<file path="config.mk">
export PLATFORM = sky130hd
export DESIGN_NAME = alu_sequencer_flat
export DESIGN_NICKNAME = d
export VERILOG_FILES = /design/src/rtl/alu_sequencer_if.sv /design/src/rtl/alu_sequencer.sv /design/src/flat_wrapper.sv
export SDC_FILE = /design/constraint.sdc
export NUM_CORES = 1
export LEC_CHECK = 0
export CORE_MARGIN = 2
export CORE_UTILIZATION = 46
export CTS_CLUSTER_SIZE = 40
export DETAILED_ROUTE_END_ITERATION = 8
export PLACE_DENSITY = 0.85
export RECOVER_POWER = 25
export REMOVE_ABC_BUFFERS = 1
export SYNTH_ARGS = -nofsm -noshare
export SYNTH_HDL_FRONTEND = slang
export SYNTH_SLANG_ARGS = --single-unit
</file>
<file path="constraint.sdc">
create_clock -name clk -period 5.1 [get_ports clk]
set_clock_uncertainty 0.05 [all_clocks]
set_input_delay 0.765 -clock clk [delete_from_list [all_inputs] [get_ports clk]]
set_output_delay 0.765 -clock clk [all_outputs]
set_load 0.005 [all_outputs]
</file>
<file path="src/rtl/alu_sequencer_if.sv">
// ----------------------------------------------------------------------------
// alu_sequencer_if
// Groups every non-clock/reset signal of alu_sequencer into one bundle.
//   Decoder handshake : op_valid, op_ready, opcode, imm
//   Register file     : reg_raddr, reg_rdata, hl
//   Memory read port  : mem_req, mem_addr, mem_ack, mem_rdata
//   ALU side          : alu_op1, alu_op2, alu_cmd, alu_result, alu_z/h/c
//   Status            : a_q, f_q, done, err, state_dbg (FSM state for checkers)
//   Optional (ALU_SEQ_A_WRITE_EN): a_we, a_wdata
// Handshake: a transfer happens on a rising edge where op_valid && op_ready;
// op_ready depends only on sequencer state, never on op_valid.
// modport slave  : the sequencer itself.
// modport master : the surrounding environment (decoder, regfile, bus, ALU).
// ----------------------------------------------------------------------------
interface alu_sequencer_if;
  logic        op_valid;
  logic        op_ready;
  logic [7:0]  opcode;
  logic [7:0]  imm;
  logic [2:0]  reg_raddr;
  logic [7:0]  reg_rdata;
  logic [15:0] hl;
  logic        mem_req;
  logic [15:0] mem_addr;
  logic        mem_ack;
  logic [7:0]  mem_rdata;
  logic [7:0]  alu_op1;
  logic [7:0]  alu_op2;
  logic [2:0]  alu_cmd;
  logic [7:0]  alu_result;
  logic        alu_z;
  logic        alu_h;
  logic        alu_c;
  logic [7:0]  a_q;
  logic [7:0]  f_q;
  logic        done;
  logic        err;
  logic [1:0]  state_dbg;
`ifdef ALU_SEQ_A_WRITE_EN
  logic        a_we;
  logic [7:0]  a_wdata;
`endif

  modport slave (
`ifdef ALU_SEQ_A_WRITE_EN
    input  a_we, a_wdata,
`endif
    input  op_valid, opcode, imm, reg_rdata, hl, mem_ack, mem_rdata,
           alu_result, alu_z, alu_h, alu_c,
    output op_ready, reg_raddr, mem_req, mem_addr, alu_op1, alu_op2, alu_cmd,
           a_q, f_q, done, err, state_dbg
  );

  modport master (
`ifdef ALU_SEQ_A_WRITE_EN
    output a_we, a_wdata,
`endif
    output op_valid, opcode, imm, reg_rdata, hl, mem_ack, mem_rdata,
           alu_result, alu_z, alu_h, alu_c,
    input  op_ready, reg_raddr, mem_req, mem_addr, alu_op1, alu_op2, alu_cmd,
           a_q, f_q, done, err, state_dbg
  );
endinterface

</file>
<file path="src/rtl/alu_sequencer.sv">
// ----------------------------------------------------------------------------
// alu_sequencer
// Control stage in front of the 8-bit GB ALU. Accepts a decoded ALU opcode
// (0x80-0xBF register/(HL) source, 0xC6-0xFE immediate), gathers the operand,
// drives the ALU, then writes the result into A and the flags into F.
// Ports:
//   clk    - clock, all state on the rising edge
//   rst_n  - synchronous active-low reset
//   bus    - alu_sequencer_if.slave (handshake, regfile, memory, ALU, status)
// Parameters: A_RESET, F_RESET (post-boot A/F), MEM_TIMEOUT (0 = wait forever).
// Optional feature macro ALU_SEQ_A_WRITE_EN: a_we/a_wdata load A while IDLE.
// FSM: IDLE -> [FETCH] -> EXEC -> WB -> IDLE, FETCH only for the (HL) source.
// ----------------------------------------------------------------------------
module alu_sequencer #(
  parameter logic [7:0] A_RESET     = 8'h01,
  parameter logic [7:0] F_RESET     = 8'hB0,
  parameter int         MEM_TIMEOUT = 16
) (
  input  logic          clk,
  input  logic          rst_n,
  alu_sequencer_if.slave bus
);

  typedef enum logic [1:0] {
    S_IDLE  = 2'd0,
    S_FETCH = 2'd1,
    S_EXEC  = 2'd2,
    S_WB    = 2'd3
  } state_e;

  localparam int CW = (MEM_TIMEOUT > 1) ? $clog2(MEM_TIMEOUT + 1) : 1;

  localparam logic [2:0] CMD_SUB = 3'b010;
  localparam logic [2:0] CMD_SBC = 3'b011;
  localparam logic [2:0] CMD_AND = 3'b100;
  localparam logic [2:0] CMD_CP  = 3'b111;

  state_e          state_q, state_d;
  logic [7:0]      acc_q, acc_d;
  logic [7:0]      flg_q, flg_d;
  logic [2:0]      cmd_q, cmd_d;
  logic [7:0]      opnd_q, opnd_d;
  logic [7:0]      res_q, res_d;
  logic [3:0]      rflg_q, rflg_d;   // {Z,N,H,C} captured in EXEC
  logic [CW-1:0]   cnt_q, cnt_d;
  logic            done_q, done_d;
  logic            err_q, err_d;
  logic [7:0]      hold_op1_q, hold_op1_d;
  logic [7:0]      hold_op2_q, hold_op2_d;
  logic [2:0]      hold_cmd_q, hold_cmd_d;

  // Opcode decode
  logic is_alu_reg, is_imm, src_hl, src_a;
  assign is_alu_reg = (bus.opcode[7:6] == 2'b10);
  assign is_imm     = (bus.opcode[7:6] == 2'b11) && (bus.opcode[2:0] == 3'b110);
  assign src_hl     = is_alu_reg && (bus.opcode[2:0] == 3'b110);
  assign src_a      = is_alu_reg && (bus.opcode[2:0] == 3'b111);

  // Flag shaping for the command held in cmd_q
  logic logic_op, flag_n, flag_h, flag_c;
  assign logic_op = cmd_q[2] && (cmd_q != CMD_CP);   // AND / XOR / OR
  assign flag_n   = (cmd_q == CMD_SUB) || (cmd_q == CMD_SBC) || (cmd_q == CMD_CP);
  assign flag_h   = (cmd_q == CMD_AND) ? 1'b1 : (logic_op ? 1'b0 : bus.alu_h);
  assign flag_c   = logic_op ? 1'b0 : bus.alu_c;

  always_comb begin
    state_d    = state_q;
    acc_d      = acc_q;
    flg_d      = flg_q;
    cmd_d      = cmd_q;
    opnd_d     = opnd_q;
    res_d      = res_q;
    rflg_d     = rflg_q;
    cnt_d      = cnt_q;
    done_d     = 1'b0;
    err_d      = 1'b0;
    hold_op1_d = hold_op1_q;
    hold_op2_d = hold_op2_q;
    hold_cmd_d = hold_cmd_q;

    case (state_q)
      S_IDLE: begin
`ifdef ALU_SEQ_A_WRITE_EN
        // opnd_d below still sees the old acc_q, so an accepted op with
        // src=A uses A from before this load.
        if (bus.a_we) acc_d = bus.a_wdata;
`endif
        if (bus.op_valid) begin
          cmd_d = bus.opcode[5:3];
          if (is_imm) begin
            opnd_d  = bus.imm;
            state_d = S_EXEC;
          end else if (src_hl) begin
            cnt_d   = '0;
            state_d = S_FETCH;
          end else if (src_a) begin
            opnd_d  = acc_q;
            state_d = S_EXEC;
          end else if (is_alu_reg) begin
            opnd_d  = bus.reg_rdata;
            state_d = S_EXEC;
          end else begin
            // Illegal opcode: consumed, reported, no architectural change
            err_d = 1'b1;
          end
        end
      end

      S_FETCH: begin
        if (bus.mem_ack) begin
          opnd_d  = bus.mem_rdata;
          cnt_d   = '0;
          state_d = S_EXEC;
        end else if ((MEM_TIMEOUT != 0) && (cnt_q == CW'(MEM_TIMEOUT - 1))) begin
          // This non-ack cycle brings the count to MEM_TIMEOUT
          cnt_d   = '0;
          err_d   = 1'b1;
          state_d = S_IDLE;
        end else begin
          cnt_d = cnt_q + 1'b1;
        end
      end

      S_EXEC: begin
        res_d      = bus.alu_result;
        rflg_d     = {bus.alu_z, flag_n, flag_h, flag_c};
        hold_op1_d = acc_q;
        hold_op2_d = opnd_q;
        hold_cmd_d = cmd_q;
        state_d    = S_WB;
      end

      S_WB: begin
        if (cmd_q != CMD_CP) acc_d = res_q;
        flg_d   = {rflg_q, 4'b0000};
        done_d  = 1'b1;
        state_d = S_IDLE;
      end

      default: state_d = S_IDLE;
    endcase
  end

  always_ff @(posedge clk) begin
    if (!rst_n) begin
      state_q    <= S_IDLE;
      acc_q      <= A_RESET;
      flg_q      <= F_RESET;
      cmd_q      <= 3'b000;
      opnd_q     <= 8'h00;
      res_q      <= 8'h00;
      rflg_q     <= 4'h0;
      cnt_q      <= '0;
      done_q     <= 1'b0;
      err_q      <= 1'b0;
      hold_op1_q <= 8'h00;
      hold_op2_q <= 8'h00;
      hold_cmd_q <= 3'b000;
    end else begin
      state_q    <= state_d;
      acc_q      <= acc_d;
      flg_q      <= flg_d;
      cmd_q      <= cmd_d;
      opnd_q     <= opnd_d;
      res_q      <= res_d;
      rflg_q     <= rflg_d;
      cnt_q      <= cnt_d;
      done_q     <= done_d;
      err_q      <= err_d;
      hold_op1_q <= hold_op1_d;
      hold_op2_q <= hold_op2_d;
      hold_cmd_q <= hold_cmd_d;
    end
  end

  assign bus.op_ready  = (state_q == S_IDLE);
  assign bus.reg_raddr = (state_q == S_IDLE) ? bus.opcode[2:0] : 3'b000;
  assign bus.mem_req   = (state_q == S_FETCH);
  assign bus.mem_addr  = (state_q == S_FETCH) ? bus.hl : 16'h0000;
  // Outside EXEC the ALU inputs replay the last EXEC values
  assign bus.alu_op1   = (state_q == S_EXEC) ? acc_q  : hold_op1_q;
  assign bus.alu_op2   = (state_q == S_EXEC) ? opnd_q : hold_op2_q;
  assign bus.alu_cmd   = (state_q == S_EXEC) ? cmd_q  : hold_cmd_q;
  assign bus.a_q       = acc_q;
  assign bus.f_q       = flg_q;
  assign bus.done      = done_q;
  assign bus.err       = err_q;
  assign bus.state_dbg = state_q;

endmodule
</file>
<file path="src/flat_wrapper.sv">
// flat-port wrapper written by rule: the top's interface ports become plain ports
module alu_sequencer_flat 
#(
  parameter logic [7:0] A_RESET     = 8'h01,
  parameter logic [7:0] F_RESET     = 8'hB0,
  parameter int         MEM_TIMEOUT = 16
)
  (clk, rst_n, bus_op_valid, bus_opcode, bus_imm, bus_reg_rdata, bus_hl, bus_mem_ack, bus_mem_rdata, bus_alu_result, bus_alu_z, bus_alu_h, bus_alu_c, bus_op_ready, bus_reg_raddr, bus_mem_req, bus_mem_addr, bus_alu_op1, bus_alu_op2, bus_alu_cmd, bus_a_q, bus_f_q, bus_done, bus_err, bus_state_dbg);
  alu_sequencer_if bus_i ();
  input  logic clk;
  input  logic rst_n;
  input wire logic [$bits(bus_i.op_valid)-1:0] bus_op_valid;
  input wire logic [$bits(bus_i.opcode)-1:0] bus_opcode;
  input wire logic [$bits(bus_i.imm)-1:0] bus_imm;
  input wire logic [$bits(bus_i.reg_rdata)-1:0] bus_reg_rdata;
  input wire logic [$bits(bus_i.hl)-1:0] bus_hl;
  input wire logic [$bits(bus_i.mem_ack)-1:0] bus_mem_ack;
  input wire logic [$bits(bus_i.mem_rdata)-1:0] bus_mem_rdata;
  input wire logic [$bits(bus_i.alu_result)-1:0] bus_alu_result;
  input wire logic [$bits(bus_i.alu_z)-1:0] bus_alu_z;
  input wire logic [$bits(bus_i.alu_h)-1:0] bus_alu_h;
  input wire logic [$bits(bus_i.alu_c)-1:0] bus_alu_c;
  output wire logic [$bits(bus_i.op_ready)-1:0] bus_op_ready;
  output wire logic [$bits(bus_i.reg_raddr)-1:0] bus_reg_raddr;
  output wire logic [$bits(bus_i.mem_req)-1:0] bus_mem_req;
  output wire logic [$bits(bus_i.mem_addr)-1:0] bus_mem_addr;
  output wire logic [$bits(bus_i.alu_op1)-1:0] bus_alu_op1;
  output wire logic [$bits(bus_i.alu_op2)-1:0] bus_alu_op2;
  output wire logic [$bits(bus_i.alu_cmd)-1:0] bus_alu_cmd;
  output wire logic [$bits(bus_i.a_q)-1:0] bus_a_q;
  output wire logic [$bits(bus_i.f_q)-1:0] bus_f_q;
  output wire logic [$bits(bus_i.done)-1:0] bus_done;
  output wire logic [$bits(bus_i.err)-1:0] bus_err;
  output wire logic [$bits(bus_i.state_dbg)-1:0] bus_state_dbg;
  assign bus_i.op_valid = bus_op_valid;
  assign bus_i.opcode = bus_opcode;
  assign bus_i.imm = bus_imm;
  assign bus_i.reg_rdata = bus_reg_rdata;
  assign bus_i.hl = bus_hl;
  assign bus_i.mem_ack = bus_mem_ack;
  assign bus_i.mem_rdata = bus_mem_rdata;
  assign bus_i.alu_result = bus_alu_result;
  assign bus_i.alu_z = bus_alu_z;
  assign bus_i.alu_h = bus_alu_h;
  assign bus_i.alu_c = bus_alu_c;
  assign bus_op_ready = bus_i.op_ready;
  assign bus_reg_raddr = bus_i.reg_raddr;
  assign bus_mem_req = bus_i.mem_req;
  assign bus_mem_addr = bus_i.mem_addr;
  assign bus_alu_op1 = bus_i.alu_op1;
  assign bus_alu_op2 = bus_i.alu_op2;
  assign bus_alu_cmd = bus_i.alu_cmd;
  assign bus_a_q = bus_i.a_q;
  assign bus_f_q = bus_i.f_q;
  assign bus_done = bus_i.done;
  assign bus_err = bus_i.err;
  assign bus_state_dbg = bus_i.state_dbg;
  alu_sequencer #(.A_RESET(A_RESET), .F_RESET(F_RESET), .MEM_TIMEOUT(MEM_TIMEOUT)) u_core (.clk(clk), .rst_n(rst_n), .bus(bus_i));
endmodule
</file>
==> impl_results.md, run 1 <==
* Area growth, synth to finish at 48.5%
* Max-slew violations at 64
* Port-buffer cells at 118
* TritonCTS buffer count at 9
* First-pass GRT wire length at 12,600 um
* Critical path endpoint category: primary output
* Worst-Margin Slew at 2.29 ns
* Final instance area at 4370 um2
* Startpoint class of the critical path: flip-flop
* DRC viols at 0
* Reg clk slew, reported paths at 0.07 ns
* Top_reg_cell synth: dfxtp_1
* Core area at 6280 um2
* Post-CTS Resized at 0
* EDFF count, synth at 0
* Ports at 123
* Routed vias/inst at 5.07
* Area contributors post-synth: dfxtp_1 (43%), nand2_1 (14%), and2_1 (8.3%), mux2i_1 (5.4%), a21boi_1 (3.1%)
* Netlist cell types at 36
* DR WL/cell at 13.7 um
* FF+latch count, synth at 63
* H-tree levels at 3
* Status: finished with violations
* CTS tree: done
* Fmax at 0.292 GHz
* ANT cells at 0
* CTS Hold Bufs at 0
* Layout cells sized above 1 at 4.81%
* Pin count of the biggest net entering global routing at 64
* Placed inst area at 4130 um2
* Vias in the first global route at 2,725
* Violated checks: capacitance limit, slew limit
* Die ar. at 7040 um2
* Non-filler cells, final at 555
* DRT antenna net count at 0
* Fill count at 523
* Vias at 2,814
* Gr usage total at 21.9%
* HP Class: reg -> reg
* DR pass1 iterations at 4
* DP Wirelength at 5520 um
* Wirelength, routed at 7600 um
* Final Cycle Share at 67.1%
* Worst EP arrival at 2.60 ns
* Initial antenna violation count at 0
* Final hold vios at 0
* Cell Area, Synth at 2940 um2
* Relative slew slack at -52.5%
* Routability cong. at 0.810
* CP Class: reg -> out
* RSZ-0062 raised after global routing: no
* Crit path max fanout at 18
* Die height at 83.9 um
* Die width at 83.9 um
* Count of final setup violators at 0
* Critical Path RT at 4.28 ns
* Placed cells at 539
* Peak supply drop at 0.270 mV
* CTS Sinks at 63
* Post-synthesis cell count at 366
* Setup repair bufs after CTS at 0
* Post-synthesis sequential area ratio at 42.9%
* Synthesized area per cell at 8.03 um2
* Power density cells at 282 nW/um2
* # Max-Cap Violations at 1
* Biggest area consumer among synthesized cells: dfxtp_1
* Final setup TNS at 0 ns
* Clk buf depth at 2
* Clk_lat worst skew at 0.34 ns
* Row cnt at 29
* Synthesis Warnings at 0
* Initial Utilization at 46.8%
* Gr ovfl total at 0
* Pleak at 1.82 nW
* Post-synth top area share at 42.9%
* Initial DRC count at 117
* Synth async-reset ratio at 0%
* Root Buffer: clkbuf_8
* Final #Nets at 537
* Final critical-path required period at 3.42 ns
## placed cells by master, fill, tap and decap left out, types with 2 or more instances in the layout
master           count
and2_0               2
a21oi_1              5
and2_1              37
or3_1                3
nor2b_1             11
a21boi_1            10
o21ai_1              2
nand2_1            113
clkbuf_8             9
nor2_1              13
nor3_1               2
bufinv_16            3
a21boi_0             7
dfxtp_1             63
dlygate4sd3_1        7
o21ai_0              2
o21bai_1             2
o221a_1              8
clkdlybuf4s50_1    111
nand3_1             14
nor3b_1              2
nand2b_1             3
buf_4                3
mux2i_1             16
a211oi_1             8
conb_1               4
## synth_stat cells (3+ instances only)
master,number
nor2b_1,12
dfxtp_1,63
clkbuf_1,21
o221a_1,8
a21oi_1,5
nand2_1,113
a21boi_0,5
nor2_1,13
nand3_1,14
buf_2,3
a211oi_1,8
buf_4,4
mux2i_1,16
and2_1,39
or3_1,3
nand2b_1,3
a21boi_1,12
## flip-flops by register name, indices dropped and copies added, names as in the netlist, 4 cells and up
register           count
u_core.bus.a_q         8
u_core.res_q           8
u_core.hold_op2_q      8
u_core.opnd_q          8
u_core.cnt_q           5
u_core.rflg_q          4
u_core.bus.f_q         4
u_core.hold_op1_q      8
## worst paths after layout
kind | startpoint | end | slack, ns | cells after the start
setup / recovery | u_core.bus.state_dbg[1]$_SDFFE_PN0P_ | bus_alu_op1[5] | 1.68 | 5
hold / removal | u_core.res_q[3]$_SDFFE_PN0P_ | u_core.res_q[3]$_SDFFE_PN0P_ | 0.40 | 2
setup reg to reg | u_core.bus.state_dbg[0]$_SDFFE_PN0P_ | u_core.opnd_q[1]$_SDFFE_PN0P_ | 2.83 | 4
hold reg to reg | u_core.res_q[3]$_SDFFE_PN0P_ | u_core.res_q[3]$_SDFFE_PN0P_ | 0.40 | 2
## stage by stage
stage / power, mW / util, % / worst slack (ns) / hold WS, ns
after floorplan: 0.605 / - / 2.38 / 0.379
after global placement: 0.711 / 65.7 / 2.13 / 0.385
after detailed placement: 0.715 / 65.7 / 2.04 / 0.395
after CTS: 1.24 / 69.6 / 1.67 / 0.403
after global routing: 1.28 / 69.5 / 1.46 / 0.425
final: 1.23 / 69.5 / 1.68 / 0.402
## per-layer routing
| metal | part of all wire, % | GRT usage (%) | vias up | wire length (um) |
|---|---|---|---|---|
| met3 | 6.2 | 4.25 | 17 | 470 |
| met2 | 49 | 37.5 | 110 | 3700 |
| met5 | 0 | 0 | - | 0 |
| li1 | - | - | 1411 | - |
| met4 | 2.5 | 10.6 | 0 | 193 |
| met1 | 43 | 26.2 | 1276 | 3240 |
## where the power goes
group	internal (mW)	total, mW	switching, mW
sequential	0.510	0.526	0.0158
combinational	0.104	0.178	0.0739
clock	0.326	0.529	0.203
## worst max-delay path, stage by stage, from the launching register on
cell	delay, ns
dfxtp_1	0.64
nor2b_2	0.62
buf_4	0.33
nand2_1	0.08
nand2_1	0.09
clkdlybuf4s50_1	0.50
## cell families after synthesis
group,after synthesis,share of synthesized area [%]
muxes,16,5.45
AOI/OAI and AO/OA,50,13.8
buffers and inverters,30,4.73
DFF,63,42.9
and+or+nand+nor,205,32.5
other,1,0.128
adders and majority gates,1,0.426
## layout make-up
class                   count  area, um2  share of cell area [%]
repair buffers            122       1210                    27.7
flip-flops and latches     63       1260                    28.9
clock buffers               9        124                    2.84
multi-input cells         276       1550                    35.6
clock inverters             7        120                    2.75
inverters                   1       3.75                  0.0860
well taps                  77       96.3                    2.21
(Power assumes the default switching activity.)
==> inputs of run 2 (changes only) <==
CORE_UTILIZATION = 43   (was 46)
PLACE_DENSITY = 0.81   (was 0.85)
clock period = 3.3 ns   (was 5.1 ns; I/O delays follow)
==> impl_results.md, run 2 (synthesized netlist as in run 1, its figures left out) <==
* Most common cell after layout, fill and taps aside: nand2_1
* # Max-Cap Violations at 1 (unchanged)
* Clk buf depth at 2 (unchanged)
* Fmax at 0.330 GHz
* Non-filler cells, final at 558 (+0.54%)
* Critical Path RT at 2.75 ns (-1.53 ns)
* Routed vias/inst at 4.94 (-2.7%)
* Pre-CTS setup slack at 0.612 ns (-1.43 ns)
* Relative slew slack at -46.9% (+5.6 points)
* Ports at 123 (unchanged)
* Setup slack after layout at 0.270 ns (-1.41 ns)
* Placed inst area at 4120 um2 (about the same)
* Critical path endpoint category: primary output
* CP Class: reg -> out
* Sequential Power Share at 46.9% (+4.2 points)
* Die ar. at 7510 um2 (+6.6%)
* Final #Nets at 537 (unchanged)
* DR WL/cell at 13.1 um (-4.0%)
* Switch Pwr at 0.426 mW (+46%)
* Post-CTS Resized at 0 (unchanged)
* Int Pwr at 1.30 mW (+38%)
* Logic pwr share at 16.0% (+1.6 points)
* Fin util at 64.2% (-5.3 points)
* CTS Hold Bufs at 0 (unchanged)
* Initial Utilization at 43.7% (-3.1 points)
* TritonCTS buffer count at 9 (unchanged)
* Pin count of the biggest net entering global routing at 64 (unchanged)
* Wirelength, routed at 7340 um (-3.4%)
* Reg clk slew, reported paths at 0.07 ns (about the same)
* Violated checks: capacitance limit, slew limit
* Worst EP arrival at 2.48 ns (-0.12 ns)
* Final critical-path required period at 3.03 ns
* Row cnt at 30 (+3.4%)
* Net Sw Frac at 24.7% (+0.94 points)
* Worst-Margin Slew at 2.20 ns (-0.0834 ns)
* Area growth, synth to finish at 46.9%
* Startpoint class of the critical path: flip-flop
* Tot Pwr at 1.73 mW (+40%)
* Layout cells sized above 1 at 5.02% (+0.21 points)
* Die width at 86.7 um (+3.3%)
* CTS tree: done
* Die height at 86.7 um (+3.3%)
* DRT antenna net count at 0 (unchanged)
* Peak supply drop at 0.285 mV (+5.6%)
* First-pass GRT wire length at 11,500 um (-8.2%)
* Initial DRC count at 138 (+18%)
* Gr ovfl total at 0 (unchanged)
* RSZ-0062 raised after global routing: no
* Clk_lat worst skew at 0.34 ns (about the same)
* Final Cycle Share at 91.8%
* ANT cells at 0 (unchanged)
* Final hold slack at 0.402 ns (-0.000583 ns)
* DP Wirelength at 5280 um (-4.2%)
* Gr usage total at 19.6% (-2.4 points)
* DRC viols at 0 (unchanged)
* Port-buffer cells at 118 (unchanged)
* Routability cong. at 0.776 (-4.1%)
* Crit path max fanout at 24 (+6)
* Count of final setup violators at 0 (unchanged)
* Final instance area at 4320 um2 (-1.1%)
* Placed cells at 542 (+0.56%)
* DR pass1 iterations at 5 (+1)
* Commonest non-fill, non-tap cells in the layout: nand2_1 (113), clkdlybuf4s50_1 (109), dfxtp_1 (63)
* Max-slew violations at 64 (unchanged)
* Final setup TNS at 0 ns (unchanged)
* Vias at 2,754 (-2.1%)
* HP Class: reg -> reg
* Pleak at 1.81 nW (-0.45%)
* Power density cells at 400 nW/um2 (+42%)
* Final hold vios at 0 (unchanged)
* Part of the power in the clock network at 37.1% (-5.8 points)
* Root Buffer: clkbuf_8
* Initial antenna violation count at 0 (unchanged)
* Status: finished with violations
* H-tree levels at 3 (unchanged)
* CTS Sinks at 63 (unchanged)
* Core area at 6720 um2 (+7.0%)
* Setup repair bufs after CTS at 0 (unchanged)
* Vias in the first global route at 2,497 (-8.4%)
[run 2: changes by cell type in the layout (fill, tap and decap cells not counted), moves of 3 or more]
cell,previous run,this run
and2_1,37,34
bufinv_16,3,0
and2_0,2,5
clkbuf_8,9,13
[run 2: worst paths after layout]
| path | from | to | slack (ns) | cells past startpoint |
|---|---|---|---|---|
| setup / recovery | u_core.bus.state_dbg[1]$_SDFFE_PN0P_ | bus_alu_op1[5] | 0.27 | 5 |
| hold / removal | u_core.res_q[7]$_SDFFE_PN0P_ | u_core.res_q[7]$_SDFFE_PN0P_ | 0.40 | 2 |
| setup reg to reg | u_core.bus.state_dbg[0]$_SDFFE_PN0P_ | u_core.opnd_q[4]$_SDFFE_PN0P_ | 1.04 | 5 |
| hold reg to reg | u_core.res_q[7]$_SDFFE_PN0P_ | u_core.res_q[7]$_SDFFE_PN0P_ | 0.40 | 2 |
[run 2: area by class of cell]
| class | count | area (um2) |
|---|---|---|
| Clock buffer | 13 | 179 |
| Clock inverter | 3 | 15.0 |
| Fill cell | 605 | 2400 |
| Inverter | 1 | 3.75 |
| Multi-Input combinational cell | 276 | 1550 |
| Sequential cell | 63 | 1260 |
| Tap cell | 80 | 100 |
| Timing Repair Buffer | 122 | 1200 |
[run 2: power by group through the flow]
stage / registers (mW) / clock network, mW / logic (mW)
CTS: 0.809 / 0.651 / 0.280
detailed placement: 0.826 / 0 / 0.278
finish: 0.810 / 0.641 / 0.276
global placement: 0.826 / 0 / 0.274
floorplan: 0.823 / 0 / 0.111
global route: 0.813 / 0.690 / 0.303
[run 2: routing by layer]
metal  track usage (%)  vias up  wire length [um]
li1                  -     1413                 -
met1              22.9     1240              3120
met2              34.3       87              3640
met3              4.76       14               473
met4              7.53        0               108
met5                 0        -                 0
[run 2: critical path, stage by stage, from the launching register on]
cell and delay, ns:
dfxtp_1 0.64, nor2b_2 0.49, buf_4 0.34, nand2_1 0.08
nand2_1 0.08, clkdlybuf4s50_1 0.51
